### src/rtl/multicycle_control_unit.sv
// Multicycle control FSM for the 16-bit CPU: sequences fetch/decode/execute/memory/writeback,
// with a data-memory ready handshake, wait-state timeout, illegal trap and retire counter.
module multicycle_control_unit #(
    parameter int MEM_TIMEOUT = 8,
    parameter int CNT_W       = 16
) (
    input  logic             Clock,
    input  logic             Reset,
    input  logic [2:0]       opcode,
    input  logic             Zero,
    input  logic             MemReady,
    output logic             RegDst,
    output logic             Branch,
    output logic             MemRead,
    output logic             MemWrite,
    output logic             RegWrite,
    output logic             MemToReg,
    output logic             ALUSrc,
    output logic [1:0]       ALUOp,
    output logic             PCWrite,
    output logic             IRWrite,
    output logic [2:0]       State,
    output logic             InstrDone,
    output logic [CNT_W-1:0] InstrCount,
    output logic             Illegal
);

    localparam int WW = $clog2(MEM_TIMEOUT + 1);

    typedef enum logic [2:0] {
        S_IDLE   = 3'b000,
        S_FETCH  = 3'b001,
        S_DECODE = 3'b010,
        S_EXEC   = 3'b011,
        S_MEM    = 3'b100,
        S_WB     = 3'b101,
        S_ERROR  = 3'b111
    } state_t;

    typedef enum logic [2:0] {
        OP_R    = 3'b000,
        OP_ADDI = 3'b001,
        OP_SLTI = 3'b010,
        OP_LW   = 3'b011,
        OP_SW   = 3'b100,
        OP_BEQ  = 3'b101,
        OP_BNE  = 3'b110,
        OP_ILL  = 3'b111
    } op_t;

    state_t        state, state_nx;
    op_t           opc_q;
    logic [WW-1:0] wait_cnt;
    logic          timeout;

    assign State = state;

    // The timeout fires only when the count is about to reach the limit and memory is still
    // busy, so a late MemReady on that same cycle still completes normally.
    assign timeout = (state == S_MEM) && !MemReady && (wait_cnt == WW'(MEM_TIMEOUT - 1));

    always_ff @(posedge Clock) begin
        if (Reset) begin
            state      <= S_IDLE;
            opc_q      <= OP_R;
            wait_cnt   <= '0;
            InstrCount <= '0;
            Illegal    <= 1'b0;
        end else begin
            state <= state_nx;
            if (state == S_DECODE) begin
                opc_q <= op_t'(opcode);
                if (opcode == OP_ILL)
                    Illegal <= 1'b1;
            end
            if (timeout)
                Illegal <= 1'b1;
            // Held at zero outside MEM, so every MEM visit starts counting from zero.
            if (state != S_MEM)
                wait_cnt <= '0;
            else if (!MemReady)
                wait_cnt <= wait_cnt + WW'(1);
            if (InstrDone && (InstrCount != {CNT_W{1'b1}}))
                InstrCount <= InstrCount + CNT_W'(1);
        end
    end

    always_comb begin
        state_nx  = state;
        RegDst    = 1'b0;
        Branch    = 1'b0;
        MemRead   = 1'b0;
        MemWrite  = 1'b0;
        RegWrite  = 1'b0;
        MemToReg  = 1'b0;
        ALUSrc    = 1'b0;
        ALUOp     = 2'b00;
        PCWrite   = 1'b0;
        IRWrite   = 1'b0;
        InstrDone = 1'b0;
        case (state)
            S_IDLE:   state_nx = S_FETCH;
            S_FETCH: begin
                IRWrite  = 1'b1;
                PCWrite  = 1'b1;
                state_nx = S_DECODE;
            end
            S_DECODE: state_nx = (opcode == OP_ILL) ? S_ERROR : S_EXEC;
            S_EXEC: begin
                state_nx = S_WB;
                case (opc_q)
                    OP_R:    ALUOp = 2'b10;
                    OP_ADDI: ALUSrc = 1'b1;
                    OP_SLTI: begin
                        ALUSrc = 1'b1;
                        ALUOp  = 2'b11;
                    end
                    OP_LW, OP_SW: begin
                        ALUSrc   = 1'b1;
                        state_nx = S_MEM;
                    end
                    OP_BEQ, OP_BNE: begin
                        Branch    = 1'b1;
                        ALUOp     = 2'b01;
                        PCWrite   = (opc_q == OP_BEQ) ? Zero : !Zero;
                        InstrDone = 1'b1;
                        state_nx  = S_FETCH;
                    end
                    default: state_nx = S_ERROR;
                endcase
            end
            S_MEM: begin
                MemRead  = (opc_q == OP_LW);
                MemWrite = (opc_q == OP_SW);
                if (MemReady) begin
                    InstrDone = (opc_q == OP_SW);
                    state_nx  = (opc_q == OP_LW) ? S_WB : S_FETCH;
                end else if (timeout) begin
                    state_nx = S_ERROR;
                end
            end
            S_WB: begin
                RegWrite  = 1'b1;
                RegDst    = (opc_q == OP_R);
                MemToReg  = (opc_q == OP_LW);
                InstrDone = 1'b1;
                state_nx  = S_FETCH;
            end
            S_ERROR:  state_nx = S_ERROR;
            default:  state_nx = S_IDLE;
        endcase
    end

endmodule
### config.mk
export PLATFORM = sky130hd
export DESIGN_NAME = multicycle_control_unit
export DESIGN_NICKNAME = d
export VERILOG_FILES = /design/src/rtl/multicycle_control_unit.sv
export SDC_FILE = /design/constraint.sdc
export NUM_CORES = 1
export LEC_CHECK = 0
export BUFFER_PORTS_ARGS = -buffer_cell sky130_fd_sc_hd__buf_2
export CAP_MARGIN = 20
export CORE_MARGIN = 2
export CORE_UTILIZATION = 25
export DETAILED_ROUTE_END_ITERATION = 6
export PLACE_DENSITY = 0.54
export SYNTH_ARGS = -nofsm -noshare
export SYNTH_HDL_FRONTEND = slang
export SYNTH_SLANG_ARGS = --single-unit
### constraint.sdc
create_clock -name Clock -period 4.3 [get_ports Clock]
set_input_delay 0.43 -clock Clock [delete_from_list [all_inputs] [get_ports Clock]]
set_output_delay 0.43 -clock Clock [all_outputs]
set_load 0.01 [all_outputs]
**Yosys cells after proc, flatten, opt, wreduce, memory -nomap -nowiden**

Cells that the tools add are included.

- Bits in registers: 27
- Output and inout port bits: 32
- Logic and storage cells: 66

- Add/sub/neg operators: 2
- Equal/unequal tests: 17
- Muxes and demuxes: 26
- Reductions and logical operators: 16

Operator list:

| kind | number |
|---|---|
| $eq 3x3->1 const B | 7 |
| $pmux 3 s6 | 1 |
| $add 16x1->16 const B | 1 |
| $mux 1 | 16 |
| $ne 16x16->1 const B | 1 |
| $eq 3x2->1 const B | 4 |
| $mux 3 | 4 |
| $pmux 3 s3 | 1 |
| $reduce_or 2->1 | 4 |
| $eq 3x1->1 const B | 2 |
| $logic_not 3->1 | 2 |
| $ne 3x3->1 const B | 2 |
| $pmux 2 s3 | 1 |
| $add 4x1->4 const B | 1 |
| $eq 4x3->1 const B | 1 |
| $reduce_bool 2->1 | 2 |
| $reduce_or 4->1 | 1 |
| $logic_and 1x1->1 | 3 |
| $pmux 1 s3 | 1 |
| $reduce_or 3->1 | 1 |
| $logic_not 1->1 | 2 |
| $mux 2 | 1 |
| $pmux 1 s2 | 1 |
| $reduce_and 2->1 | 1 |

**Depth between registers and ports, before layout**

Gate-level depths: netlist of the first run.

- Depth after elaboration: 6
- Mapped depth: 7
- Gate-level depth less buffers: 6

**Worst setup path before layout of the first run**

Ideal clock, no wire load.

- Path type: register to register
- Start: reg state[1] (netlist: State[1])
- End: reg InstrCount[15]
- Setup time: 121 ps
- Arrival: 1,770 ps
- Path slack: 2,409 ps
- Cell stages (with the launch flop): 8
- Path buffers: 2
- Cells stage by stage: dfxtp_1 buf_4 nor2b_1 nand4_1 buf_2 a211o_1 nor3_2 mux2_2

- Longest elaborated chain between the ends: 3
- Elaborated cells between the ends (all ways): 5
- Classes of those cells: eq/ne (3); mux (1); reduce/logical (1)

Ends and longest elaborated chain:

| element | line | RTL |
|---|---|---|
| from (decl) | 51 | `state_t state, state_nx;` |
| from (signal assigned) | 70 | `state <= state_nx;` |
| $eq 3x3->1 / $eq 3x2->1 (equally long branches) | 101 | `case (state)` |
| $pmux 1 s3 * | 101 |  |
| $logic_and 1x1->1 * | 83 | `if (InstrDone && (InstrCount != {CNT_W{1'b1}}))` |
| to (signal assigned) | 84 | `InstrCount <= InstrCount + CNT_W'(1);` |
| to (decl) | 24 | `output logic [CNT_W-1:0] InstrCount,` |

Every way passes the cells marked *; elsewhere a longest branch is shown, timed or not.
A chain may end at the register's enable or synchronous reset.

**Worst setup path after layout of the first run**

- Start: reg state[1] (netlist: State[1])
- End: out InstrDone

- Longest elaborated chain between the ends: 2
- Elaborated cells between the ends (all ways): 4
- Classes of those cells: eq/ne (3); mux (1)

Ends and longest elaborated chain:

| element | line | RTL |
|---|---|---|
| $eq 3x3->1 / $eq 3x2->1 (equally long branches) | 101 |  |
| $pmux 1 s3 * | 101 |  |
| to (decl) | 23 | `output logic InstrDone,` |

Marks and branches as above.

==> impl_metrics.ini, run 1 <==
[synth]
ys.flop_type = dfxtp_1
synth_edf_count = 0
yosys.area.top_type = dfxtp_1
syn_inst = 193
avgSynthCellArea_sq_um = 8.175
seq_area_frac_synth_pct = 34.26
yosys-top-cells-area = dfxtp_1, nor2_1, nand2_1
ys_warn_count = 0
ys_async_sr_fraction_pct = 0
ys_ff_latch = 27
synth_top_area_share_pct = 34.26
yosys.cell_types.count = 48
syn_area_sq_um = 1578
synth_fp_nets = 202

[floorplanning]
io_pins = 39
dieArea_sq_um = 6962
die_h_microns = 83.44
coreArea_sq_um = 6026
initial_core_util_pct = 26.18
rows = 28
die_w_microns = 83.44

[finish]
fin_nets = 235
fin_util_pct = 30.73
fin_cells = 300
syn_to_final_growth_pct = 17.37
layout-drive-gt1-share_pct = 23.56
num_antenna_cells = 0
fin_area_sq_um = 1852

[placed_design]
hpwl_microns = 2676
numPortBuffers = 38
dp_cells = 296
place_congestion = 0.8013
detailed_place.area_sq_um = 1802
post-place-ws_ns = 1.972

[power_and_ir_drop]
combPwrFrac_pct = 13.1
power.switching_uw = 145.4
vdd.ir_drop.worst_mv = 0.1406
seq_power_share_pct = 55.0
switching_share_pct = 29.23
clkPwrFrac_pct = 31.9
power_density_nw_per_um2 = 268.6
p_total_uw = 497.3
power.leakage_nw = 0.7520
p_int_uw = 351.9

[clocking]
cts.sinks = 27
post-cts-setup-buffer-count = 0
cts_resized = 0
cts_hold_buf = 0
htree_levels = 1
cts_root_buf = clkbuf_8
insertion_delay_ns = 0.28
cts_buffers = 3
clockBufferDepth = 2
cts.reportedPaths.clkPinSlew_ns = 0.11
cts_tree = built

[drt]
antenna_left = 0
drtPass1Iterations = 4
drtIter0Drc = 50
vias = 1435
drt-total-wl_microns = 3619
via_per_inst = 4.783
drc = 0
wl_per_cell_microns = 12.06
highest_layer = met4
met3WireLength_microns = 112
wl_met1_microns = 1893
wl_met2_microns = 1569

[sta]
post-route-min-period_ns = 2.416
fin_crit_sh_pct = 56.19
layout_setup_ws_ns = 1.884
finalClockSkew_ns = 0.006610
relSlewSlack_pct = 59.88
worst_pin_slew_ns = 0.6000
slew_violations = 0
tns_ns = 0
grt_setup_unrepaired = false
hold_viol = 0
finalSetupViolCount = 0
fmax_mhz = 413.9
fin_hold_ws_ns = 0.4026

[global_routing]
grt_pass1_wl_microns = 6113
grt_max_degree = 30
antenna_found_initial = 0
first_global_vias = 1251
grtUsageTotal_pct = 10.37
grt.overflow.total = 0

[setup_path]
start_kind = register
cp_max_fo = 11
criticalPathCategory = register to primary output
r2r-start = State[1]$_SDFFE_PP0P_
cp.arrival_ns = 1.99
slowest_delay_ns = 0.54
cp-startpoint = State[1]$_SDFFE_PP0P_
cpMaxStageDelayCell = dfxtp_1
path_cells = nor2b_1 -> nand4_1 -> nand2_1 -> buf_2
worstPathRequired_ns = 3.87
crit_path_end_kind = primary output

[outcome]
status = complete, no violations

[worst_hold_path]
hold_path_class = input pin to register
worstHoldStart = opcode[0]

[job]
cap_violations = 0
## critical path: cells and delay by family (launching register included)
family	cells	cell delay, ns
AND/OR/NAND/NOR	3	1.00
flip-flops	1	0.54
buffers and inverters	1	0.16
## registers in the layout, summed over array words and instances, names as in the netlist
name,count
opc_q,3
State,3
wait_cnt,4
Illegal,1
InstrCount,16
## worst paths after layout
| check | slack (ns) | endpoint | cells after the start |
|---|---|---|---|
| worst max register to register | 1.92 | InstrCount[8]$_SDFFE_PP0P_ | 5 |
| worst min register to register | 0.52 | wait_cnt[3]$_SDFFE_PP0N_ | 2 |
| worst max-delay path | 1.88 | InstrDone | 4 |
| worst min-delay path | 0.40 | opc_q[0]$_SDFFE_PP0P_ | 3 |
## metal layers
layer / up-vias / global-route usage, %
met2: 24 / 15.98
met3: 4 / 1.590
li1: 762 / -
met4: 0 / 3.372
met5: - / 0
met1: 645 / 14.79
## cells in the final DEF (no fill, tap or decap), types with 3 or more instances in the layout
cell type and n:
xor2_1 4, nand3_1 5, a211oi_1 5, dfxtp_1 27
mux2_2 4, nand2_1 19, a21oi_1 14, nand4_1 5
o21ai_0 8, buf_2 38, and4_1 3, inv_1 5
xnor2_1 6, a31oi_1 4, nor2b_1 6, nand2b_1 4
clkbuf_8 3, nor2_1 27
## logic make-up after synthesis
group | count (synthesis) | share of synthesized area, %
multiplexers | 6 | 4.124
XOR/XNOR | 10 | 5.551
flip-flops | 27 | 34.26
buffers and inverters | 15 | 4.996
adder cells (fa/ha/maj) | 2 | 1.586
AO/OA/AOI/OAI | 45 | 20.14
AND/OR/NAND/NOR | 88 | 29.34
## final cells by class
| cell class | instances | area (sq um) |
|---|---|---|
| timing repair buffer | 38 | 190.2 |
| tap | 75 | 93.84 |
| multi-input combinational | 151 | 958.4 |
| clock inverter | 1 | 8.758 |
| sequential | 27 | 540.5 |
| fill | 667 | 4174 |
| clock buffer | 3 | 41.29 |
| inverter | 5 | 18.77 |
## power groups by stage
stage	registers, mW	clock network [mW]	logic (mW)
floorplan	0.270	0	0.0584
CTS	0.274	0.165	0.0660
global placement	0.279	0	0.0666
finish	0.274	0.159	0.0650
global route	0.276	0.176	0.0722
detailed placement	0.279	0	0.0655
## synth_stat cells, types with 2 or more instances
library cell  number
dfxtp_1           27
nor2_1            27
nand2_1           19
a21oi_1           14
o21ai_0            8
nor2b_1            6
xnor2_1            6
a211oi_1           5
inv_1              5
nand3_1            5
nand4_1            5
a31oi_1            4
mux2_2             4
nand2b_1           4
xor2_1             4
and4_1             3
buf_2              3
a211o_1            2
a21o_1             2
a41oi_1            2
and2b_1            2
and4b_1            2
buf_1              2
buf_6              2
clkbuf_1           2
ha_1               2
mux2i_1            2
nand3b_1           2
nor3_1             2
or3_1              2
Power figures use the tool's default switching activity.
==> run 2, diff against run 1 <==
--- a/config.mk
+++ b/config.mk
@@ -10,7 +10,7 @@
 export CORE_MARGIN = 2
 export CORE_UTILIZATION = 25
 export DETAILED_ROUTE_END_ITERATION = 6
-export PLACE_DENSITY = 0.54
+export PLACE_DENSITY = 0.55
 export SYNTH_ARGS = -nofsm -noshare
 export SYNTH_HDL_FRONTEND = slang
 export SYNTH_SLANG_ARGS = --single-unit
==> constraint.sdc (replaced) <==
create_clock -name Clock -period 2.1 [get_ports Clock]
set_input_delay 0.21 -clock Clock [delete_from_list [all_inputs] [get_ports Clock]]
set_output_delay 0.21 -clock Clock [all_outputs]
set_load 0.01 [all_outputs]
==> run 2 against run 1 <==
Register-to-register slack worse by 1.7 ns. Utilization up 0.81 points. Clock power up 94%. Largest power group unchanged. Critical path type is now register to register. Via count up 4.9%. Wire length up 3.5%. Combinational power rose to 2.6 times the previous value.
==> impl_metrics.ini, run 2 (synthesized netlist as in run 1, its figures left out) <==
[drt]
vias = 1505
wl_per_cell_microns = 12.20
drtPass1Iterations = 4
drtIter0Drc = 98
drt-total-wl_microns = 3746
antenna_left = 0
drc = 0
via_per_inst = 4.902

[power_and_ir_drop]
power_density_nw_per_um2 = 536.4
p_total_mw = 1.019
power.leakage_nw = 0.7873
vdd.ir_drop.worst_mv = 0.3251

[finish]
fillCellCount = 680
layout_common_cells = buf_2, dfxtp_1, nor2_1
largest_reg_flops = 16
num_antenna_cells = 0
largest_registers = InstrCount (16), wait_cnt (4)
syn_to_final_growth_pct = 20.46
layout-drive-gt1-share_pct = 25.86
multi_input_area_sq_um = 958.4
mostFrequentLayoutCell = buf_2
top_register = InstrCount
ff_latch_area_sq_um = 540.5
fin_nets = 242
fin_area_sq_um = 1901
fin_cells = 307

[clocking]
htree_levels = 1
clockBufferDepth = 2
insertion_delay_ns = 0.28
cts_buffers = 3
cts_root_buf = clkbuf_8
post-cts-setup-buffer-count = 0
cts.sinks = 27
cts_hold_buf = 0
cts_resized = 0
cts_tree = built
cts.reportedPaths.clkPinSlew_ns = 0.10

[sta]
post-route-min-period_ns = 1.891
grt_setup_unrepaired = false
finalSetupViolCount = 0
fin_crit_sh_pct = 90.04
tns_ns = 0
hold_viol = 0
finalClockSkew_ns = 0.002683
worst_pin_slew_ns = 0.5270
fmax_mhz = 528.8
slew_violations = 0
relSlewSlack_pct = 64.87

[outcome]
status = complete, no violations

[floorplanning]
coreArea_sq_um = 6026
die_w_microns = 83.44
initial_core_util_pct = 26.18
io_pins = 39
rows = 28
dieArea_sq_um = 6962
die_h_microns = 83.44

[global_routing]
grt_pass1_wl_microns = 6154
grtUsageTotal_pct = 10.52
first_global_vias = 1265
grt.overflow.total = 0
grt_max_degree = 30
antenna_found_initial = 0

[placed_design]
numPortBuffers = 38
place_congestion = 0.7902
detailed_place.area_sq_um = 1854
hpwl_microns = 2806
dp_cells = 303

[setup_path]
cp.arrival_ns = 2.07
worstPathRequired_ns = 2.28
crit_path_end_kind = register
start_kind = register
crit_family = simple AND/OR/NAND/NOR gates
slowest_delay_ns = 0.39
rrSetupSlack_ns = 0.21
path_cells = ha_1 -> and4_1 -> and4b_1 -> a211oi_2 -> nand3_1 -> mux2_2
criticalPathCategory = register to register
cp_max_fo = 7
cpMaxStageDelayCell = dfxtp_1
path_buf_inv = 0

[worst_hold_path]
hold_path_class = input pin to register

[job]
cap_violations = 0
==> run 2: worst register-to-register path, cell delays in order (launching register included) <==
cell and delay (ns):
dfxtp_1 0.39, ha_1 0.25, and4_1 0.20, and4b_1 0.27
a211oi_2 0.29, nand3_1 0.12, mux2_2 0.27
==> run 2: final timing paths <==
check / from / endpoint / cells after the start
min reg2reg: InstrCount[8]$_SDFFE_PP0P_ / InstrCount[8]$_SDFFE_PP0P_ / 2
max: InstrCount[0]$_SDFFE_PP0P_ / InstrCount[4]$_SDFFE_PP0P_ / 6
min: opcode[0] / opc_q[0]$_SDFFE_PP0P_ / 3
max reg2reg: InstrCount[0]$_SDFFE_PP0P_ / InstrCount[4]$_SDFFE_PP0P_ / 6
==> run 2: routing by layer <==
layer	share of wire [%]	vias to the layer above	global-route usage, %
met1	52	709	15.40
li1	-	770	-
met2	43	22	14.88
met4	1.4	0	4.252
met5	0	-	0
met3	4.2	4	2.187
==> run 2: final cells by class <==
cell class / instances / area share [%]
clock buffer: 3 / 2.172
multi-input combinational: 151 / 50.43
timing repair buffer: 45 / 12.77
clock inverter: 1 / 0.2633
tap: 75 / 4.937
sequential: 27 / 28.44
inverter: 5 / 0.9875
==> run 2: metrics by stage <==
stage	setup slack, ns	util, %	hold slack, ns
final	0.2091	31.54	0.1836
after global routing	0.05292	31.54	0.1911
after CTS	0.2026	31.54	0.1825
after detailed placement	0.2203	30.77	0.4901
after global placement	0.2318	30.77	0.4879
after floorplan	0.2091	-	0.3460
==> run 2: power by group <==
| group | switching, mW | internal [mW] |
|---|---|---|
| registers | 0.0178 | 0.525 |
| logic | 0.0993 | 0.0686 |
| clock network | 0.175 | 0.133 |
==> run 3, diff against run 2 <==
--- a/config.mk
+++ b/config.mk
@@ -10,6 +10,7 @@
 export CORE_MARGIN = 2
 export CORE_UTILIZATION = 25
 export DETAILED_ROUTE_END_ITERATION = 6
+export GPL_TIMING_DRIVEN = 0
 export PLACE_DENSITY = 0.55
 export SYNTH_ARGS = -nofsm -noshare
 export SYNTH_HDL_FRONTEND = slang
==> run 3 against run 2 <==
Critical path depth is 1 higher. Global-route usage grew 0.41 points. Critical path type unchanged. Non-clock buffer count grew 2.
==> impl_metrics.ini, run 3 (synthesized netlist as in run 1, its figures left out) <==
[global_routing]
grt_max_degree = 16
antenna_found_initial = 0
grt.overflow.total = 0
grt_pass1_wl_microns = 6382
grtUsageTotal_pct = 10.94
first_global_vias = 1317

[setup_path]
reg2regPathDepth = 7
cp_max_fo = 10
r2r-start = State[1]$_SDFFE_PP0P_
rrSetupSlack_ns = 0.15
start_kind = register
worstPathRequired_ns = 2.27
criticalPathCategory = register to register
timing.rr.end = InstrCount[15]$_SDFFE_PP0P_
crit_path_end_kind = register
cp.arrival_ns = 2.13

[sta]
finalSetupViolCount = 0
hold_viol = 0
post-route-min-period_ns = 1.954
slew_violations = 0
fmax_mhz = 511.6
tns_ns = 0
worst_pin_slew_ns = 0.5053
finalClockSkew_ns = 0.003373
fin_crit_sh_pct = 93.07
grt_setup_unrepaired = false
fin_hold_ws_ns = 0.1933
relSlewSlack_pct = 66.32

[placed_design]
place_congestion = 0.8468
detailed_place.area_sq_um = 1857
numPortBuffers = 37
hpwl_microns = 2864

[clocking]
htree_levels = 1
cts.reportedPaths.clkPinSlew_ns = 0.09
clockBufferDepth = 2
post-cts-setup-buffer-count = 0
cts.sinks = 27
cts_root_buf = clkbuf_8
cts_hold_buf = 0
insertion_delay_ns = 0.27
cts_buffers = 3
cts_tree = built

[finish]
ff_latch_area_sq_um = 540.5
mostFrequentLayoutCell = buf_2
fin_area_sq_um = 1908
largest_registers = InstrCount (16), wait_cnt (4)
syn_to_final_growth_pct = 20.94
fin_util_pct = 31.67
num_antenna_cells = 0
layout_common_cells = buf_2, dfxtp_1, nor2_1
largest_reg_flops = 16
fin_nets = 244
multi_input_area_sq_um = 960.9
top_register = InstrCount
fillCellCount = 661
layout-drive-gt1-share_pct = 25.21

[worst_hold_path]
hold_depth = 3
hold_path_class = input pin to register
worstHoldStart = opcode[1]
hold_end = opc_q[1]$_SDFFE_PP0P_

[drt]
antenna_left = 0
vias = 1500
wl_per_cell_microns = 12.02
drtPass1Iterations = 4
via_per_inst = 4.854
drc = 0
drt-total-wl_microns = 3713
drtIter0Drc = 101

[floorplanning]
io_pins = 39
coreArea_sq_um = 6026
dieArea_sq_um = 6962
rows = 28
die_h_microns = 83.44
initial_core_util_pct = 26.18
die_w_microns = 83.44

[power_and_ir_drop]
power.leakage_nw = 0.7821
power_density_nw_per_um2 = 529.4
vdd.ir_drop.worst_mv = 0.2500

[outcome]
status = complete, no violations

[job]
cap_violations = 0
==> run 3: cell types whose count changed in the layout (fill, tap and decap cells not counted), sizes merged <==
cell / before / now
clkbuf: 3 / 5
==> run 3: repair_timing <==
item                                    4_1_cts  5_1_grt
gates resized for setup                       0        3
endpoints found under the setup margin        0        2
hold endpoints to repair                      0        0
==> run 3: area by class of cell <==
cell class / instances / share of cell area, %
tap: 75 / 4.918
sequential: 27 / 28.33
clock inverter: 1 / 0.2623
buffer: 10 / 3.279
inverter: 5 / 0.9836
clock buffer: 3 / 2.164
multi-input combinational: 151 / 50.36
timing repair buffer: 37 / 9.705
==> run 3: stage by stage <==
| stage | setup WS, ns | instances | power [mW] |
|---|---|---|---|
| after floorplan | 0.2091 | 193 | 0.6726 |
| after global placement | 0.03435 | 305 | 0.7234 |
| after detailed placement | 0.04315 | 305 | 0.7239 |
| after CTS | 0.02478 | 309 | 1.020 |
| after global routing | 0.006378 | 309 | 1.065 |
| final | 0.1455 | 309 | 1.010 |
==> run 3: how the worst max path moves through the flow <==
| stage | from | end | slack, ns | depth (start not counted) |
|---|---|---|---|---|
| 3_5_place_dp | State[1]$_SDFFE_PP0P_ | InstrCount[15]$_SDFFE_PP0P_ | 0.04 | 7 |
| 6_report | State[1]$_SDFFE_PP0P_ | InstrCount[15]$_SDFFE_PP0P_ | 0.15 | 7 |
| 4_1_cts | State[1]$_SDFFE_PP0P_ | InstrCount[15]$_SDFFE_PP0P_ | 0.02 | 7 |
| 5_1_grt | opc_q[0]$_SDFFE_PP0P_ | InstrCount[15]$_SDFFE_PP0P_ | 0.006 | 7 |
| 3_3_place_gp | State[1]$_SDFFE_PP0P_ | InstrCount[15]$_SDFFE_PP0P_ | 0.03 | 7 |
| 2_1_floorplan | State[1]$_SDFFE_PP0P_ | InstrCount[15]$_SDFFE_PP0P_ | 0.21 | 7 |
==> run 3: layer usage <==
layer / share of wire, % / wire length, microns / up-vias / track usage (%)
met2: 44 / 1630 / 26 / 16.72
li1: - / - / 776 / -
met1: 51 / 1882 / 694 / 15.10
met4: 1.7 / 63 / 0 / 4.839
met5: 0 / 0 / - / 0
met3: 3.6 / 135 / 4 / 1.789
==> run 3: report_power, final <==
group          switching (mW)  internal (mW)  total [mW]  leakage, nW
clock                   0.165          0.133       0.298       0.0255
sequential             0.0147          0.525       0.540        0.218
combinational           0.103         0.0693       0.172        0.538
total                   0.283          0.727        1.01        0.782
==> run 3: critical path, cell delays in order, from the launching register on <==
cell and delay, ns:
dfxtp_1 0.33, buf_4 0.16, nor2b_2 0.19, nand4_1 0.16, buf_4 0.23, a211o_1 0.30
nor3_2 0.13, mux2_2 0.34
